===== src/rtl/nibble_serial_adder_ctrl.sv =====
// Multi-precision adder that reuses one 4-bit adder plus a carry flop, one nibble per clock, LSB first.
// Optional NIBBLE_SERIAL_SUBTRACT_EN adds a sub port (a - b via inverted b and carry-in of 1).
module nibble_serial_adder_ctrl #(
  parameter int NIBBLES = 4
) (
  input  logic                 clk,
  input  logic                 reset,
  input  logic                 start,
`ifdef NIBBLE_SERIAL_SUBTRACT_EN
  input  logic                 sub,
`endif
  input  logic [4*NIBBLES-1:0] a,
  input  logic [4*NIBBLES-1:0] b,
  output logic                 ready,
  output logic                 busy,
  output logic                 done,
  output logic [4*NIBBLES-1:0] sum,
  output logic                 carry_out,
  output logic                 overflow
);
  localparam int W  = 4*NIBBLES;
  localparam int IW = (NIBBLES > 1) ? $clog2(NIBBLES) : 1;

  typedef enum logic [1:0] {S_IDLE, S_RUN, S_DONE} state_t;

  state_t        state, state_nxt;
  logic [W-1:0]  a_q, b_q, b_eff;
  logic          sub_q, sub_in, carry_q;
  logic [IW-1:0] idx;
  logic [3:0]    a_nib, b_nib;
  logic [4:0]    nib_sum;
  logic          last, ovf_nxt, accept;

`ifdef NIBBLE_SERIAL_SUBTRACT_EN
  assign sub_in = sub;
`else
  assign sub_in = 1'b0;
`endif

  // Subtraction is a + ~b + 1; the +1 comes from the preset carry register.
  assign b_eff  = b_q ^ {W{sub_q}};
  assign last   = (idx == IW'(NIBBLES-1));
  assign accept = (state == S_IDLE) && start;

  always_comb begin
    a_nib = 4'h0;
    b_nib = 4'h0;
    for (int i = 0; i < NIBBLES; i++) begin
      if (idx == IW'(i)) begin
        a_nib = a_q[4*i +: 4];
        b_nib = b_eff[4*i +: 4];
      end
    end
    nib_sum = {1'b0, a_nib} + {1'b0, b_nib} + {4'h0, carry_q};
    // On the last nibble, nib_sum[3] is the sum MSB.
    ovf_nxt = (~a_q[W-1] & ~b_eff[W-1] &  nib_sum[3]) |
              ( a_q[W-1] &  b_eff[W-1] & ~nib_sum[3]);
  end

  always_ff @(posedge clk) begin
    if (reset) state <= S_IDLE;
    else       state <= state_nxt;
  end

  always_comb begin
    state_nxt = state;
    ready     = 1'b0;
    busy      = 1'b0;
    done      = 1'b0;
    case (state)
      S_IDLE: begin
        ready = 1'b1;
        if (start) state_nxt = S_RUN;
      end
      S_RUN: begin
        busy = 1'b1;
        if (last) state_nxt = S_DONE;
      end
      S_DONE: begin
        done      = 1'b1;
        state_nxt = S_IDLE;
      end
      default: state_nxt = S_IDLE;
    endcase
  end

  always_ff @(posedge clk) begin
    if (reset) begin
      a_q       <= '0;
      b_q       <= '0;
      sub_q     <= 1'b0;
      sum       <= '0;
      carry_q   <= 1'b0;
      idx       <= '0;
      carry_out <= 1'b0;
      overflow  <= 1'b0;
    end else if (accept) begin
      a_q       <= a;
      b_q       <= b;
      sub_q     <= sub_in;
      sum       <= '0;
      carry_q   <= sub_in;
      idx       <= '0;
      carry_out <= 1'b0;
      overflow  <= 1'b0;
    end else if (state == S_RUN) begin
      for (int i = 0; i < NIBBLES; i++)
        if (idx == IW'(i)) sum[4*i +: 4] <= nib_sum[3:0];
      carry_q <= nib_sum[4];
      if (last) begin
        carry_out <= nib_sum[4];
        overflow  <= ovf_nxt;
      end else begin
        idx <= idx + 1'b1;
      end
    end
  end
endmodule

===== config.mk =====
export PLATFORM = sky130hd
export DESIGN_NAME = nibble_serial_adder_ctrl
export DESIGN_NICKNAME = d
export VERILOG_FILES = /design/src/rtl/nibble_serial_adder_ctrl.sv
export SDC_FILE = /design/constraint.sdc
export NUM_CORES = 1
export LEC_CHECK = 0
export BUFFER_PORTS_ARGS = -buffer_cell sky130_fd_sc_hd__buf_2
export CORE_MARGIN = 5
export CORE_UTILIZATION = 53
export CTS_CLUSTER_SIZE = 14
export DETAILED_ROUTE_END_ITERATION = 8
export GPL_TIMING_DRIVEN = 1
export PLACE_DENSITY = 0.79
export SLEW_MARGIN = 20
export SYNTH_ARGS = -nofsm -noshare
export SYNTH_HDL_FRONTEND = slang
export SYNTH_SLANG_ARGS = --single-unit

===== constraint.sdc =====
create_clock -name clk -period 3.15 [get_ports clk]
set_input_delay 0.4725 -clock clk [delete_from_list [all_inputs] [get_ports clk]]
set_output_delay 0.4725 -clock clk [all_outputs]
set_load 0.02 [all_outputs]

==> results.json <==
{
  "status": "finished, final reports clean",
  "clockRootBuffer": "clkbuf_8",
  "start_kind": "flop",
  "grt_pass1_wl_mm": 8.61,
  "port_buffers": 55,
  "synth_compound_area_frac": 0.179,
  "tightest_slew_ns": 0.753,
  "most-common-layout-cells": "82 x nand2_1, 55 x dfxtp_1, 55 x buf_2",
  "worstSkewPairLatency_ns": 0.31,
  "cts_htree_levels": 2,
  "die_h_um": 77.6,
  "numCtsBuffers": 5,
  "grt-ovfl-total": 0,
  "slew_headroom": 0.498,
  "ys_seq_elements": 55,
  "slew_viol_final": 0,
  "hold_viol_final": 0,
  "drtPass1Iterations": 4,
  "yosys.area_share.simple": 0.241,
  "grt_antenna_before_repair": 0,
  "ios": 56,
  "endpoint_kind": "flop",
  "synth_top_family_by_area": "simple AND/OR/NAND/NOR gates",
  "crit_type": "reg2reg",
  "crit_start": "idx[0]",
  "setup_viol": 0,
  "wl_mm": 5.16,
  "tns_ns": 0,
  "die-area_um2": 6020,
  "synthAdderAreaFrac": 0.0527,
  "cts_tree": "built",
  "gp_congestion": 0.782,
  "synth_warnings": 0,
  "ctsHoldBuffers": 0,
  "critical_path_required_ns": 3.36,
  "grt_pass1_vias": 1990,
  "final_area_um2": 2790,
  "powerDensity_nw_per_um2": 473,
  "drive_gt1_frac": 0.198,
  "placed_area_um2": 2700,
  "diodes": 0,
  "finalCriticalPeriod_ns": 2.81,
  "syn_area_per_cell_um2": 7.78,
  "post-dp-hpwl_mm": 3.91,
  "skew_ns": 0.0113,
  "worstReg2RegStart": "idx[0]",
  "clock_path_buffers": 2,
  "layout_commonest_cell": "nand2_1",
  "layout.cells.non_filler": 406,
  "areaGrowthSynthToFinish_pct": 15.2,
  "rows": 24,
  "clk_pin_slew_ns": 0.10,
  "synth.cell_area_um2": 2420,
  "drtIter0Drc": 79,
  "dieWidth_um": 77.6,
  "hold_path.startpoint": "a[2]",
  "post_drt_wl_per_cell_um": 12.7,
  "postCtsSetupBuffers": 0,
  "vias_per_cell": 5.16,
  "initial_core_util": 0.552,
  "rsz0062_at_grt": "no",
  "detail-route-antenna-nets": 0,
  "setup_slack_ns": 0.344,
  "synth_mux_area_frac": 0.0165,
  "fmax_mhz": 356,
  "drc": 0,
  "grt_max_degree": 36,
  "maxCapViolCount": 0,
  "fillerInstances": 410,
  "p_leak_nw": 1.17,
  "via_count": 2093,
  "syn_nets": 355,
  "synth_xor_xnor_area_share": 0.00724,
  "layout.nets": 397,
  "grt_usage": 0.173,
  "hold_class": "in2reg",
  "post-route-period-util": 0.891,
  "arrival_ns": 3.01,
  "worstPathMaxFanout": 9,
  "r2r_slack_ns": 0.34,
  "core-area_um2": 4380,
  "dpl.cell_count": 398,
  "cts_sinks": 55,
  "ys_types": 26,
  "ys_seq_area_frac": 0.455,
  "vdd_drop_max_v": 0.000324,
  "syn_inst": 311,
  "pre_cts_slack_ns": 0.125
}
critical path, cell delays in order, from the launching register on:
cell and delay [ns]:
dfxtp_1 0.36, inv_1 0.09, ha_1 0.34, nand3b_1 0.12, a21oi_1 0.15, a21oi_1 0.06
o21ai_1 0.26, ha_1 0.28, and3b_1 0.18, or3_1 0.42, and3_1 0.20, o31a_1 0.24
sequential cells by signal (all words and copies together) (netlist names):
name	cells
carry_out	1
overflow	1
carry_q	1
a_q	16
b_q	16
sum	16
idx	2
state	2
per-stage QoR:
stage,power [W],hold WS [ns],util
finish,0.00132,0.385,0.636
global route,0.00139,0.384,0.636
CTS,0.00133,0.380,0.636
detailed placement,0.000950,0.452,0.616
global placement,0.000945,0.445,0.616
floorplan,0.000893,0.432,-
report_power, final:
group          internal (W)  switching (W)
clock              0.000160       0.000225
sequential         0.000726      0.0000202
combinational     0.0000754       0.000112
total              0.000962       0.000357
worst paths after layout:
kind	endpoint	cells after the start
worst max register to register	overflow	11
worst min-delay path	a_q[2]	3
worst min register to register	a_q[7]	2
worst max-delay path	overflow	11
synth_stat cells:
library cell,n,share of area
a211oi_1,10,0.031
a21o_2,2,0.0072
a21oi_1,54,0.11
a221oi_1,2,0.0072
and2_1,4,0.010
and3_1,1,0.0026
and3b_1,1,0.0036
buf_1,1,0.0015
buf_2,6,0.012
clkbuf_1,17,0.026
dfxtp_1,55,0.45
fa_1,2,0.017
ha_1,7,0.036
inv_1,5,0.0078
mux2i_1,4,0.017
nand2_1,82,0.13
nand2b_1,4,0.010
nand3_1,4,0.0083
nand3b_1,6,0.019
nor2_1,20,0.031
nor2b_1,8,0.021
nor3_1,3,0.0062
o21ai_0,9,0.019
o31a_1,1,0.0036
or3_1,1,0.0026
xnor2_1,2,0.0072
cell type report:
type	instances	area [um^2]	share of cell area
tap	52	65.1	0.0233
timing repair buffer	59	305	0.109
inverter	5	18.8	0.00673
sequential	55	1100	0.395
clock inverter	2	16.3	0.00583
clock buffer	6	72.6	0.0260
multi-input combinational	227	1210	0.434
cells by family (layout without fill, tap and decap cells):
logic type,count (synthesis),in the layout
flops,55,55
simple gates,134,134
mux,4,4
fa+ha+maj,9,9
buf+inv,29,72
xor+xnor,2,2
compound gates,78,78
per-layer routing:
layer	global-route usage	share of wire	vias to the layer above
met5	0	0	-
met4	0.0722	0.017	0
met3	0.0336	0.040	8
met2	0.302	0.49	36
met1	0.204	0.45	936
li1	-	-	1113
repair_timing:
action / CTS / global route
hold endpoints to repair: 0 / 0
gates resized for setup: 0 / 3
setup endpoints to repair: 0 / 2
No activity file was read; power rests on OpenSTA's default activity.
